## config.mk

```make
export PLATFORM = sky130hd
export DESIGN_NAME = phase_bus_sequencer
export DESIGN_NICKNAME = d
export VERILOG_FILES = /design/src/rtl/phase_bus_sequencer.sv
export SDC_FILE = /design/constraint.sdc
export NUM_CORES = 1
export LEC_CHECK = 0
export CAP_MARGIN = 20
export CORE_ASPECT_RATIO = 0.7
export CORE_MARGIN = 2
export CORE_UTILIZATION = 54
export DETAILED_ROUTE_END_ITERATION = 6
export GPL_TIMING_DRIVEN = 1
export PLACE_DENSITY = 0.82
export SLEW_MARGIN = 10
export SYNTH_ARGS = -nofsm -noshare
export SYNTH_HDL_FRONTEND = slang
export SYNTH_SLANG_ARGS = --single-unit
export TNS_END_PERCENT = 1
```

## constraint.sdc

```tcl
create_clock -name clock -period 3.85 [get_ports clock]
set_input_delay 1.155 -clock clock [delete_from_list [all_inputs] [get_ports clock]]
set_output_delay 1.155 -clock clock [all_outputs]
set_load 0.01 [all_outputs]
```

## src/rtl/phase_bus_sequencer.sv

```systemverilog
// Phase-bus access engine: runs one masked multi-board WRITE, READ or ADC transaction
// per accepted command, timing each setup/strobe/release phase in clock cycles.
module phase_bus_sequencer #(
   parameter int         NUM_BOARDS      = 4,
   parameter int         WAIT_CYCLES     = 21,
   parameter int         ADC_CONV_CYCLES = 64,
   parameter logic [2:0] PORT_MUX        = 3'b011,
   parameter logic [2:0] PORT_ADC_HIGH   = 3'b100,
   parameter logic [2:0] PORT_ADC_LOW    = 3'b101
) (
   input  logic                     clock,
   input  logic                     reset,
   input  logic                     cmd_valid,
   output logic                     cmd_ready,
   input  logic [1:0]               cmd_op,
   input  logic [2:0]               cmd_port,
   input  logic [NUM_BOARDS-1:0]    cmd_board_mask,
   input  logic [8*NUM_BOARDS-1:0]  cmd_wdata,
   input  logic [7:0]               cmd_mux,
   output logic                     busy,
   output logic                     done,
   output logic                     rsp_err,
   output logic [7:0]               rsp_count,
   output logic [16*NUM_BOARDS-1:0] rsp_data,
   output logic [NUM_BOARDS-1:0]    BOARD_X,
   output logic [2:0]               AddessPortPin,
   output logic                     RdP,
   output logic                     WrP,
   output logic [7:0]               Data_Out_Port,
   input  logic [7:0]               Data_In_Port,
   output logic                     data_dir
);

   localparam int IW      = (NUM_BOARDS > 1) ? $clog2(NUM_BOARDS) : 1;
   localparam int MAX_CYC = (WAIT_CYCLES > ADC_CONV_CYCLES) ? WAIT_CYCLES : ADC_CONV_CYCLES;
   localparam int CW      = $clog2(MAX_CYC + 1);
   localparam logic [CW-1:0] W_LAST = CW'(WAIT_CYCLES - 1);
   localparam logic [CW-1:0] C_LAST = CW'(ADC_CONV_CYCLES - 1);

   localparam logic [1:0] OP_WRITE = 2'd0;
   localparam logic [1:0] OP_READ  = 2'd1;
   localparam logic [1:0] OP_ADC   = 2'd2;
   localparam logic [1:0] OP_RSVD  = 2'd3;

   localparam logic [2:0] S_IDLE     = 3'd0;
   localparam logic [2:0] S_SETUP    = 3'd1;
   localparam logic [2:0] S_STROBE   = 3'd2;
   localparam logic [2:0] S_RELEASE  = 3'd3;
   localparam logic [2:0] S_NEXT     = 3'd4;
   localparam logic [2:0] S_ADC_WAIT = 3'd5;
   localparam logic [2:0] S_DONE     = 3'd6;

   localparam logic [1:0] K_BCAST = 2'd0;
   localparam logic [1:0] K_LOW   = 2'd1;
   localparam logic [1:0] K_BOARD = 2'd2;

   logic [2:0]               r_state;
   logic [CW-1:0]            r_cnt;
   logic [1:0]               r_op;
   logic [2:0]               r_port;
   logic [NUM_BOARDS-1:0]    r_mask;
   logic [8*NUM_BOARDS-1:0]  r_wdata;
   logic [7:0]               r_mux;
   logic [NUM_BOARDS-1:0]    r_pending;
   logic [IW-1:0]            r_cur;
   logic [1:0]               r_bcast_left;
   logic                     r_wait_pend;
   logic                     r_adc_lo;
   logic [NUM_BOARDS-1:0]    r_sel;
   logic [2:0]               r_addr;
   logic [7:0]               r_dout;
   logic                     r_dir;
   logic                     r_rd;
   logic                     r_rsp_err;
   logic [7:0]               r_rsp_count;
   logic [16*NUM_BOARDS-1:0] r_rsp_data;

   logic                     w_found;
   logic [IW-1:0]            w_low;
   logic                     w_have_next;
   logic [1:0]               w_nkind;
   logic [NUM_BOARDS-1:0]    w_nsel;
   logic [2:0]               w_naddr;
   logic [7:0]               w_ndout;
   logic                     w_ndir;
   logic                     w_nrd;
   logic                     w_phase_end;
   logic                     w_start;
   logic                     w_to_wait;
   logic                     w_to_done;
   logic [IW:0]              w_byte;
   logic                     w_on_bus;

   // Next access to launch: pending broadcasts first, then the ADC low read, then the lowest board.
   always_comb begin
      // NOTE: every always_comb output gets a default up front so no path can infer a latch.
      w_found     = 1'b0;
      w_low       = '0;
      w_have_next = 1'b1;
      w_nkind     = K_BOARD;
      w_nsel      = '0;
      w_naddr     = r_port;
      w_ndout     = 8'h00;
      w_ndir      = 1'b0;
      w_nrd       = 1'b1;
      for (int i = NUM_BOARDS - 1; i >= 0; i--) begin
         if (r_pending[i]) begin
            w_found = 1'b1;
            w_low   = IW'(i);
         end
      end
      if (r_op == OP_ADC && r_bcast_left != 2'd0) begin
         w_nkind = K_BCAST;
         w_nsel  = r_mask;
         w_naddr = PORT_MUX;
         w_ndout = r_mux;
         w_ndir  = 1'b1;
         w_nrd   = 1'b0;
      end else if (r_op == OP_ADC && r_adc_lo) begin
         w_nkind = K_LOW;
         w_nsel  = NUM_BOARDS'(1) << r_cur;
         w_naddr = PORT_ADC_LOW;
      end else if (w_found) begin
         w_nsel = NUM_BOARDS'(1) << w_low;
         if (r_op == OP_WRITE) begin
            w_ndout = r_wdata[8*int'(w_low) +: 8];
            w_ndir  = 1'b1;
            w_nrd   = 1'b0;
         end else if (r_op == OP_ADC) begin
            w_naddr = PORT_ADC_HIGH;
         end
      end else begin
         w_have_next = 1'b0;
      end
   end

   always_comb begin
      w_phase_end = (r_cnt == W_LAST);
      w_start     = 1'b0;
      w_to_wait   = 1'b0;
      w_to_done   = 1'b0;
      w_byte      = (r_op == OP_READ) ? {1'b0, r_cur} : {r_cur, ~r_adc_lo};
      case (r_state)
         S_NEXT: begin
            if (r_mask != '0 && w_have_next) w_start = 1'b1;
            else                              w_to_done = 1'b1;
         end
         S_RELEASE: begin
            if (w_phase_end) begin
               if (r_wait_pend && r_bcast_left == 2'd0) w_to_wait = 1'b1;
               else if (w_have_next)                    w_start   = 1'b1;
               else                                     w_to_done = 1'b1;
            end
         end
         S_ADC_WAIT: begin
            if (r_cnt == C_LAST) begin
               if (w_have_next) w_start   = 1'b1;
               else             w_to_done = 1'b1;
            end
         end
         default: ;
      endcase
   end

   always_ff @(posedge clock) begin
      if (reset) begin
         r_state      <= S_IDLE;
         r_cnt        <= '0;
         r_op         <= OP_WRITE;
         r_port       <= '0;
         r_mask       <= '0;
         r_wdata      <= '0;
         r_mux        <= '0;
         r_pending    <= '0;
         r_cur        <= '0;
         r_bcast_left <= '0;
         r_wait_pend  <= 1'b0;
         r_adc_lo     <= 1'b0;
         r_sel        <= '0;
         r_addr       <= '0;
         r_dout       <= '0;
         r_dir        <= 1'b0;
         r_rd         <= 1'b0;
         r_rsp_err    <= 1'b0;
         r_rsp_count  <= '0;
         r_rsp_data   <= '0;
      end else begin
         case (r_state)
            S_IDLE: begin
               if (cmd_valid) begin
                  r_op         <= cmd_op;
                  r_port       <= cmd_port;
                  r_mask       <= cmd_board_mask;
                  r_wdata      <= cmd_wdata;
                  r_mux        <= cmd_mux;
                  r_pending    <= cmd_board_mask;
                  r_bcast_left <= (cmd_op == OP_ADC) ? 2'd2 : 2'd0;
                  r_wait_pend  <= (cmd_op == OP_ADC);
                  r_adc_lo     <= 1'b0;
                  r_rsp_err    <= (cmd_op == OP_RSVD);
                  r_rsp_count  <= '0;
                  r_rsp_data   <= '0;
                  r_state      <= (cmd_op == OP_RSVD) ? S_DONE : S_NEXT;
               end
            end
            S_SETUP, S_STROBE: begin
               r_cnt <= w_phase_end ? '0 : r_cnt + CW'(1);
               if (w_phase_end) r_state <= (r_state == S_SETUP) ? S_STROBE : S_RELEASE;
               if (r_state == S_STROBE && w_phase_end && r_rd) begin
                  r_rsp_data[8*int'(w_byte) +: 8] <= Data_In_Port;
                  r_rsp_count                     <= r_rsp_count + 8'd1;
               end
            end
            S_RELEASE, S_ADC_WAIT: r_cnt <= r_cnt + CW'(1);
            S_DONE:                r_state <= S_IDLE;
            default:               r_state <= S_IDLE;
         endcase

         if (w_start) begin
            r_state <= S_SETUP;
            r_cnt   <= '0;
            r_sel   <= w_nsel;
            r_addr  <= w_naddr;
            r_dout  <= w_ndout;
            r_dir   <= w_ndir;
            r_rd    <= w_nrd;
            if (w_nkind == K_BCAST) begin
               r_bcast_left <= r_bcast_left - 2'd1;
            end else if (w_nkind == K_LOW) begin
               r_adc_lo <= 1'b0;
            end else begin
               r_pending[w_low] <= 1'b0;
               r_cur            <= w_low;
               r_adc_lo         <= (r_op == OP_ADC);
            end
         end
         if (w_to_wait) begin
            r_state     <= S_ADC_WAIT;
            r_cnt       <= '0;
            r_wait_pend <= 1'b0;
         end
         if (w_to_done) r_state <= S_DONE;
      end
   end

   // Strobes are decoded from the state register, so a reset releases them on the same edge.
   assign w_on_bus      = (r_state == S_SETUP) || (r_state == S_STROBE) || (r_state == S_RELEASE);
   assign BOARD_X       = w_on_bus ? r_sel : '0;
   assign data_dir      = w_on_bus & r_dir;
   assign AddessPortPin = r_addr;
   assign Data_Out_Port = r_dout;
   assign RdP           = !((r_state == S_STROBE) && r_rd);
   assign WrP           = !((r_state == S_STROBE) && !r_rd);
   assign cmd_ready     = (r_state == S_IDLE);
   assign busy          = (r_state != S_IDLE);
   assign done          = (r_state == S_DONE);
   assign rsp_err       = r_rsp_err;
   assign rsp_count     = r_rsp_count;
   assign rsp_data      = r_rsp_data;

endmodule
```

# Yosys cells after proc, flatten, opt, wreduce, memory -nomap -nowiden
# Index checks and enable logic that the tools add are counted.
totals:
  register_bits: 159
  inputBits: 60
  out_inout_bits: 94
op_classes:
  n_addsub: 4
  magnitude_cmp: 2
  n_eq_ne: 21
  n_shift: 5
  mux: 85
  bitwise: 6
  reduce_logical: 33
op_table:
  columns: ["cell", "n"]
  rows:
  - ["64-bit two-way mux", 2]
  - ["64-bit one-hot mux with 2 select lines", 1]
  - ["64-bit bitwise mux", 1]
  - ["8-bit by 33-bit variable shift with 64-bit output (first input constant)", 1]
  - ["8-bit by 33-bit variable part select with 64-bit output", 1]
  - ["8-bit two-way mux", 6]
  - ["4-bit two-way mux", 10]
  - ["1-bit two-way mux", 35]
  - ["3-bit two-way mux", 11]
  - ["6-bit negation with 33-bit output", 1]
  - ["32-bit by 6-bit variable part select with 8-bit output", 1]
  - ["2-bit two-way mux", 12]
  - ["8-bit one-hot mux with 2 select lines", 1]
  - ["7-bit one-hot mux with 2 select lines", 1]
  - ["3-bit AND reduction", 4]
  - ["3-bit equality test (second input constant)", 3]
  - ["1-bit logical AND", 9]
  - ["3-bit one-hot mux with 3 select lines", 1]
  - ["8-bit by 1-bit adder with 8-bit output (second input constant)", 1]
  - ["4-bit != test (second input constant)", 2]
  - ["2-bit OR reduction", 4]
  - ["1-bit by 2-bit left shift with 4-bit output (first input constant)", 2]
  - ["7-bit by 1-bit adder with 7-bit output (second input constant)", 1]
  - ["7-bit by 5-bit equality test with 1-bit output (second input constant)", 1]
  - ["29 further kinds", 44]

# Depth between registers and ports, before layout
# Gate-level depths: netlist of run 1.
depth:
  ltp_word: 14
  depth_mapped: 10
  mapped_depth_nobuf: 9

# Worst setup path after synthesis of run 1
# OpenSTA, ideal clock, no wires.
synth_path:
  kind: "input to register"
  start: "input cmd_valid"
  end: "register r_rsp_data[40] (netlist: rsp_data[40])"
  setup_ps: 124
  arrival_time_ps: 2522
  t_required_ps: 3726
  setup_slack_ps: 1204
  path_stages: 6
  path_buffers: 2
  cell_sequence: "nor4b_1 > or2_2 > clkbuf_1 > buf_2 > a21oi_1 > o2bb2ai_1"
synth_via:
  elab_chain_cells: 2
synth_rtl:
  columns: ["element", "line", "rtl"]
  rows:
  - ["start, declared", "13", "input logic cmd_valid,"]
  - ["2-bit != test (no source line)", null, null]
  - ["3-bit AND reduction (no source line)", null, null]
  - ["end signal, assigned by index", "210", "r_rsp_data[8*int'(w_byte) +: 8] <= Data_In_Port;"]
  - ["end, declared", "76", "logic [16*NUM_BOARDS-1:0] r_rsp_data;"]
# No other way between the ends.
# A chain may end at the register's enable or synchronous reset.

# Worst setup path after layout of run 1
layout_path:
  start: "register r_state[2]"
  end: "output cmd_ready"
layout_via:
  elab_chain_cells: 1
layout_rtl:
  columns: ["element", "line", "rtl"]
  rows:
  - ["start, declared", "57", "logic [2:0] r_state;"]
  - ["start signal, assigned", "203", "r_state <= (cmd_op == OP_RSVD) ? S_DONE : S_NEXT;"]
  - ["start signal, assigned", "208", "if (w_phase_end) r_state <= (r_state == S_SETUP) ? S_STROBE : S_RELEASE;"]
  - ["3-bit zero test", "254", "assign cmd_ready = (r_state == S_IDLE);"]
  - ["end, declared", "14", "output logic cmd_ready,"]
# No other way between the ends.

==> flow_summary.yaml, run 1 <==
detailed_routing:
  final_antenna_net_count: 0
  drc: 0
  num_vias: 6540
  wl_per_cell_um: 18.9
  drt_pre_antenna_iters: 5
  wl_met2_um: 9190
  viasPerCell: 6.09
  first_iter_violations: 586
  wl_met1_um: 9140
  wirelength_um: 20300
  topRoutingLayerUsed: "met4"
  wl_met3_um: 1660
sta:
  fin_hold_ws_ns: 0.441
  slew_headroom_pct: 33.5
  worstMarginPinSlew_ns: 0.994
  slew_violations: 0
  setup_viol: 0
  rsz0062_at_grt: "false"
  finalCritPeriodShare_pct: 84.9
  period_minus_slack_ns: 3.27
  finClkSkew_ns: 0.0121
  hold_viol: 0
  fmax_mhz: 306
  setup-tns-final_ns: 0
power_and_ir_drop:
  p_int_w: 0.00339
  ir_worst_vdd_mv: 0.406
  p_clk_share_pct: 36.0
  p_switching_w: 0.00177
  cellLeakagePower_nw: 3.22
  pwr-share-comb_pct: 25.6
  seqPwrFrac_pct: 38.4
  switching_share_pct: 34.3
  p_per_area_nw_per_um2: 578
run:
  max-cap-violations: 0
cts:
  root_buffer: "clkbuf_16"
  cts_buffers: 17
  clock_sink_count: 159
  post_cts_buffers: 0
  cts.path.max_buffers: 2
  cts_tree: "built"
  cts.repair.resized: 0
  path_clk_slew_ns: 0.06
  cts_max_level: 4
  clk_latency_ns: 0.43
  ctsHoldBuffers: 0
global_routing:
  grt_max_degree: 88
  grt_pass1_vias: 6187
  global_route.overflow_total: 0
  grt_use_total_pct: 31.1
  antenna_found_initial: 0
  grt_pass1_wl_um: 32700
critical_path:
  crit_chain: "or3_1, inv_1, clkdlybuf4s50_1"
  worst_ep_required_time_ns: 2.69
  slowest_delay_ns: 0.59
  cp_slowest_cell: "clkdlybuf4s50_1"
  end_kind: "output port"
  crit_path_max_fanout: 13
  crit_arrival_ns: 2.11
  crit_path_start_kind: "flop"
  path_class: "reg -> out"
hold_path:
  hp-class: "reg -> reg"
logic_synthesis:
  yosys_most_used_dff: "dfxtp_1"
  synth-adder-area-share_pct: 1.12
  yosysTopAreaCell: "dfxtp_1"
  synth_top_cell_area_share_pct: 47.6
  ys_types: 58
  syn_nets: 839
  synth-simple-area-share_pct: 20.1
  postSynthAreaPerCell_um2: 8.65
  syn-cell-area_um2: 6680
  synth.top_cells.by_area: "dfxtp_1, nand2_1, a21oi_1, a22o_1, o2bb2ai_1"
  synth_seq_cells: 159
  synth_compound_area_share_pct: 23.7
  synthCells: 773
  ys_seq_area_share_pct: 47.6
  synth_edf_count: 0
  synth_xor_xnor_area_share_pct: 1.70
  muxShareOfSynthArea_pct: 2.27
  synth_top_family_by_area: "compound AO/OA/AOI/OAI gates"
  synth_warnings: 0
  async_flop_share_pct: 0
final_layout:
  area.growth.synth_to_final_pct: 33.6
  nFillCells: 843
  layout-drive-gt1-share_pct: 5.67
  antenna_cells: 0
  final_common_cell: "nand2_1"
  layout_common_cells: "nand2_1, dfxtp_1, clkdlybuf4s50_1"
  finalNetCount: 970
floorplanning:
  start_util_pct: 56.2
  die_h_um: 97.1
  fp-row-count: 33
  fp.dieW_um: 137
  die_area_um2: 13300
  ios: 154
  core_um2: 11900
placement:
  portBuffers: 153
  hpwl_um: 14000
  gp_congestion: 0.879
status:
  status: "completed"
[worst paths after layout]
check / to / cells after the start / slack (ns) / startpoint
setup reg to reg: rsp_data[6]$_SDFFE_PP0P_ / 9 / 0.62 / r_op[1]$_SDFFE_PP0P_
setup / recovery: cmd_ready / 3 / 0.58 / r_state[2]$_SDFFE_PP0P_
hold reg to reg: r_bcast_left[0]$_SDFF_PP0_ / 1 / 0.44 / r_bcast_left[0]$_SDFF_PP0_
hold / removal: r_bcast_left[0]$_SDFF_PP0_ / 1 / 0.44 / r_bcast_left[0]$_SDFF_PP0_
[metal layers]
layer	up-vias	global-route usage (%)
li1	3031	-
met1	3152	45.3
met2	322	47.0
met3	35	6.10
met4	0	8.17
met5	-	0
[worst max-delay path, delay by kind of cell (launching register included)]
family	cells	cell delay (ns)
DFF	1	0.45
buffers and inverters	2	0.76
and+or+nand+nor	1	0.49
[synth_stat cells (4+ instances only)]
library cell	number
nand2_1	168
dfxtp_1	159
a21oi_1	103
clkbuf_1	39
a22o_1	32
nor2_1	28
o2bb2ai_1	23
nor2b_1	18
o21ai_0	18
nand3_1	16
a211oi_1	14
mux2i_1	14
inv_1	12
and2_1	9
o22ai_1	8
xor2_1	8
a22oi_1	7
ha_1	6
nand2b_1	6
and3_1	5
buf_1	5
nand4_1	5
xnor2_1	5
a311oi_1	4
and4_1	4
buf_2	4
nor3b_1	4
o2111ai_1	4
or3_1	4
or4_1	4
[flip-flops by register name (all words and copies together), names as in the netlist, 4 cells and up]
signal         count
rsp_data          64
r_wdata           32
Data_Out_Port      8
r_mux              8
rsp_count          8
r_cnt              7
r_mask             4
r_pending          4
r_sel              4
[logic make-up after synthesis]
logic type                 after synthesis
and+or+nand+nor                        286
adders and majority gates                6
xor gates and xnor gates                13
DFF                                    159
muxes                                   15
buffers and inverters                   60
AOI/OAI and AO/OA                      234
[area by class of cell]
class | count | area [um2] | share of cell area, %
repair buffers | 160 | 1580 | 17.7
clock inverters | 15 | 223 | 2.49
well taps | 157 | 196 | 2.20
inverters | 12 | 45.0 | 0.504
flip-flops and latches | 159 | 3180 | 35.6
multi-input cells | 554 | 3280 | 36.7
clock buffers | 17 | 425 | 4.76
[power groups by stage]
stage,Clock [W],Combinational (W),Sequential [W]
after floorplan,0,0.000901,0.00192
after global placement,0,0.00123,0.00200
after detailed placement,0,0.00128,0.00201
after CTS,0.00186,0.00130,0.00197
after global routing,0.00194,0.00143,0.00200
final,0.00186,0.00132,0.00198
[metrics by stage]
| stage | instance area, um2 | instances | worst slack [ns] | utilization, % | power (W) |
|---|---|---|---|---|---|
| floorplan | 6680 | 773 | 1.20 | - | 0.00282 |
| global placement | 8280 | 1042 | 0.716 | 69.6 | 0.00322 |
| detailed placement | 8280 | 1042 | 0.518 | 69.6 | 0.00329 |
| CTS | 8930 | 1074 | 0.609 | 75.1 | 0.00513 |
| global route | 8930 | 1074 | 0.478 | 75.1 | 0.00537 |
| finish | 8930 | 1074 | 0.583 | 75.1 | 0.00516 |
(Power assumes the default switching activity.)
==> run 2, diff against run 1 <==
CORE_UTILIZATION = 50   (was 54)
PLACE_DENSITY = 0.77   (was 0.82)
clock period = 3.25 ns   (was 3.85 ns; I/O delays follow)
==> run 2 against run 1 <==
Hold slack improved by 0.011 ns; power increased by 13%; sequential cell count unchanged; sequential power increased by 17%; routed wire length decreased by 1.6%; clock power increased by 3%; final cell count increased by 1.4%; combinational power increased by 22%; non-clock buffer count increased by 6; sequential share of layout area increased by 0.11 points; critical path type unchanged; largest power group unchanged.
==> flow_summary.yaml, run 2 (synthesis results as in run 1) <==
final_layout:
  largest_register_ffs: 64
  layout-drive-gt1-share_pct: 6.39
  final_common_cell: "nand2_1"
  finalNetCount: 976
  nFillCells: 1024
  layout_common_cells: "nand2_1, dfxtp_1, clkdlybuf4s50_1"
  antenna_cells: 0
  area.growth.synth_to_final_pct: 33.2
cts:
  post_cts_buffers: 0
  clk_latency_ns: 0.43
  cts_buffers: 17
  cts_tree: "built"
  path_clk_slew_ns: 0.07
  ctsHoldBuffers: 0
  cts.path.max_buffers: 2
  cts.repair.resized: 0
  root_buffer: "clkbuf_16"
  clock_sink_count: 159
  cts_max_level: 4
detailed_routing:
  viasPerCell: 5.88
  num_vias: 6399
  drc: 0
  final_antenna_net_count: 0
  wl_per_cell_um: 18.3
  drt_pre_antenna_iters: 6
  wirelength_um: 19900
  first_iter_violations: 539
sta:
  fmax_mhz: 319
  rsz0062_at_grt: "false"
  setup_viol: 0
  finClkSkew_ns: 0.00905
  finalCritPeriodShare_pct: 96.4
  setup-tns-final_ns: 0
  slew_violations: 0
  period_minus_slack_ns: 3.13
  fin_hold_ws_ns: 0.452
  slew_headroom_pct: 28.8
  worstMarginPinSlew_ns: 1.07
  hold_viol: 0
critical_path:
  r2r_slack_ns: 0.46
  end_kind: "output port"
  worst_ep_required_time_ns: 2.27
  ff2ff_path_depth: 8
  crit_path_start_kind: "flop"
  rr_endpoint: "rsp_data[12]$_SDFFE_PP0P_"
  crit_path_max_fanout: 13
  crit_arrival_ns: 2.16
  path_class: "reg -> out"
  rr_startpoint: "r_op[0]$_SDFFE_PP0P_"
hold_path:
  holdPathStages: 1
  whs_endpoint: "r_bcast_left[0]$_SDFF_PP0_"
  min_from: "r_bcast_left[0]$_SDFF_PP0_"
  hp-class: "reg -> reg"
floorplanning:
  start_util_pct: 51.0
  die_area_um2: 14300
  ios: 154
  die_h_um: 101
  fp.dieW_um: 142
  core_um2: 13100
  fp-row-count: 35
power_and_ir_drop:
  seqPwrFrac_pct: 39.8
  ir_worst_vdd_mv: 0.448
  p_int_w: 0.00374
  p_per_area_nw_per_um2: 656
  switching_share_pct: 36.0
  p_clk_share_pct: 32.6
  pwr-share-comb_pct: 27.6
  cellLeakagePower_nw: 3.21
  p_switching_w: 0.00210
placement:
  gp_congestion: 0.889
  portBuffers: 153
  hpwl_um: 14400
global_routing:
  grt_max_degree: 59
  global_route.overflow_total: 0
  grt_pass1_wl_um: 31600
  antenna_found_initial: 0
  gr-usage-met1_pct: 41.7
  grt_use_total_pct: 28.0
  grt-busiest-layer: "met1"
  grt_pass1_vias: 6093
  grtUsageMet2_pct: 41.1
  grt.met3_usage_pct: 5.65
status:
  status: "completed"
run:
  max-cap-violations: 0
## run 2: layout make-up
class / instances / area (um2) / share of cell area (%)
sequential: 159 / 3180 / 35.8
tap: 166 / 208 / 2.33
clock inverter: 14 / 123 / 1.38
timing repair buffer: 166 / 1620 / 18.2
clock buffer: 18 / 439 / 4.93
multi-input combinational: 554 / 3280 / 36.9
inverter: 12 / 45.0 / 0.506
## run 2: critical path, stage by stage (launching register included)
cell	delay, ns
dfxtp_1	0.59
nor2_1	0.15
nor2_2	0.25
and2_1	0.17
clkdlybuf4s50_1	0.56
## run 2: worst max-delay path by stage
stage	start	to	slack [ns]
after CTS	r_state[1]$_SDFFE_PP0P_	data_dir	0.07
final	r_state[1]$_SDFFE_PP0P_	data_dir	0.12
after global placement	cmd_valid	rsp_data[29]$_SDFFE_PP0P_	0.31
after detailed placement	cmd_valid	rsp_data[26]$_SDFFE_PP0P_	0.20
after global routing	r_state[0]$_SDFFE_PP0P_	BOARD_X[0]	0.05
after floorplan	cmd_valid	rsp_data[40]$_SDFFE_PP0P_	0.78
## run 2: through the flow
stage	cells	utilization (%)	power (W)	cell area [um2]	worst slack, ns
2_1_floorplan	773	-	0.00335	6680	0.784
3_3_place_gp	1057	63.7	0.00387	8340	0.305
3_5_place_dp	1057	63.7	0.00394	8340	0.199
4_1_cts	1089	68.0	0.00582	8900	0.0715
5_1_grt	1089	68.0	0.00611	8900	0.0517
6_report	1089	68.0	0.00584	8900	0.116
## run 2: routing by layer
metal / share of wire, % / vias to the layer above
li1: - / 3033
met1: 48 / 3060
met2: 44 / 283
met3: 7.3 / 23
met4: 1.1 / 0
met5: 0 / -
## run 2: power by group through the flow
stage	Clock, W	Sequential (W)	Combinational, W
2_1_floorplan	0	0.00228	0.00107
3_5_place_dp	0	0.00235	0.00158
3_3_place_gp	0	0.00235	0.00153
4_1_cts	0.00192	0.00231	0.00159
6_report	0.00191	0.00232	0.00161
5_1_grt	0.00201	0.00234	0.00175
==> run 3, diff against run 2 <==
REMOVE_ABC_BUFFERS = 1   (was default)
==> run 3 against run 2 <==
Final cell count barely moved; combinational power about the same; clock power increased by 9%; via count grew 0.17%; power is 3.0% higher; sequential power is essentially flat; die area did not move; clock skew is 0.0039 ns higher; highest routed layer unchanged; first-iteration DRC count grew 5.2%; cell area up 0.80%; core utilization increased by 0.54 points.
==> flow_summary.yaml, run 3 (synthesis results as in run 1) <==
critical_path:
  worst_ep_required_time_ns: 2.27
  cp_slowest_cell: "clkdlybuf4s50_1"
  path_class: "reg -> out"
  crit_chain: "or3_1, inv_1, clkdlybuf4s50_1"
  path_delay_family: "buffers and inverters"
  crit_path_start_kind: "flop"
  r2r_slack_ns: 0.46
  crit_arrival_ns: 2.07
  rr_startpoint: "r_op[0]$_SDFFE_PP0P_"
  end_kind: "output port"
  critPathLaunch: "r_state[2]$_SDFFE_PP0P_"
  slowest_delay_ns: 0.57
  crit_path_max_fanout: 13
  critPathBufInv: 2
power_and_ir_drop:
  cellLeakagePower_nw: 3.25
  p_per_area_nw_per_um2: 671
  fin_total_pwr_w: 0.00602
  ir_worst_vdd_mv: 0.377
placement:
  placed_cells: 1058
  portBuffers: 153
  hpwl_um: 13800
  gp_congestion: 0.929
sta:
  setup_viol: 0
  fmax_mhz: 329
  finClkSkew_ns: 0.0130
  worstMarginPinSlew_ns: 1.01
  period_minus_slack_ns: 3.04
  rsz0062_at_grt: "false"
  slew_headroom_pct: 32.4
  hold_viol: 0
  slew_violations: 0
  finalCritPeriodShare_pct: 93.7
detailed_routing:
  wl_per_cell_um: 18.0
  drc: 0
  viasPerCell: 5.88
  drt_pre_antenna_iters: 5
  final_antenna_net_count: 0
  first_iter_violations: 567
  wirelength_um: 19700
  num_vias: 6410
final_layout:
  layout-drive-gt1-share_pct: 6.71
  fin_cells: 1090
  finalNetCount: 977
  antenna_cells: 0
  layout_common_cells: "nand2_1, dfxtp_1, clkdlybuf4s50_1"
  area.growth.synth_to_final_pct: 34.3
  nFillCells: 1033
  largest_register_ffs: 64
  utilization_pct: 68.5
  final_common_cell: "nand2_1"
status:
  status: "completed"
global_routing:
  grt_max_degree: 59
  grt_pass1_wl_um: 31300
  antenna_found_initial: 0
  global_route.overflow_total: 0
  grt_use_total_pct: 27.7
  grt_pass1_vias: 6081
cts:
  cts.path.max_buffers: 2
  cts_max_level: 4
  cts_tree: "built"
  cts_buffers: 17
  clock_sink_count: 159
  path_clk_slew_ns: 0.07
  root_buffer: "clkbuf_16"
  clk_latency_ns: 0.43
floorplanning:
  start_util_pct: 51.0
  fp.dieW_um: 142
  ios: 154
  core_um2: 13100
  die_area_um2: 14300
  fp-row-count: 35
  die_h_um: 101
hold_path:
  min_from: "r_bcast_left[0]$_SDFF_PP0_"
  hp-class: "reg -> reg"
run:
  max-cap-violations: 0
[run 3: cell count changes in the layout (fill, tap and decap cells not counted), moves of 2 or more]
cell / change
bufinv_16: +2
dfxtp_2: +2
inv_8: +2
clkinvlp_4: -3
dfxtp_1: -2
[run 3: final timing paths]
| kind | to | depth (start not counted) |
|---|---|---|
| max reg2reg | rsp_data[16]$_SDFFE_PP0P_ | 8 |
| min reg2reg | r_bcast_left[0]$_SDFF_PP0_ | 1 |
| min | r_bcast_left[0]$_SDFF_PP0_ | 1 |
| max | cmd_ready | 3 |
[run 3: metal layers]
layer	track usage (%)	wire length, um	vias to the layer above
li1	-	-	3031
met1	39.0	8800	3044
met4	7.62	330	0
met3	6.03	1570	34
met5	0	0	-
met2	43.3	8970	301
[run 3: final cells by class]
class / count / area (um2) / area share [%]
inverters: 12 / 45.0 / 0.502
well taps: 166 / 208 / 2.31
clock inverters: 15 / 194 / 2.16
multi-input cells: 554 / 3280 / 36.6
repair buffers: 167 / 1630 / 18.2
flip-flops and latches: 159 / 3190 / 35.5
clock buffers: 17 / 425 / 4.74
[run 3: repair_timing]
action | 4_1_cts | 5_1_grt
endpoints found under the hold margin | 0 | 0
hold buffers | 0 | 0
endpoints found under the setup margin | 0 | 2
resized for setup | 0 | 2
setup buffers | 0 | 0
[run 3: through the flow]
stage	TNS, ns	setup slack [ns]	cell area [um2]	hold WS [ns]
after floorplan	-381.68	-3.41	6500	0.417
after global placement	0	0.267	8350	0.428
after detailed placement	0	0.0512	8350	0.436
after CTS	0	0.101	8970	0.443
after global routing	0	0.128	8970	0.471
final	0	0.206	8970	0.440
[run 3: power by group]
group | switching [W] | internal [W]
Combinational | 0.00101 | 0.000591
Sequential | 0.000190 | 0.00214
Clock | 0.000910 | 0.00118
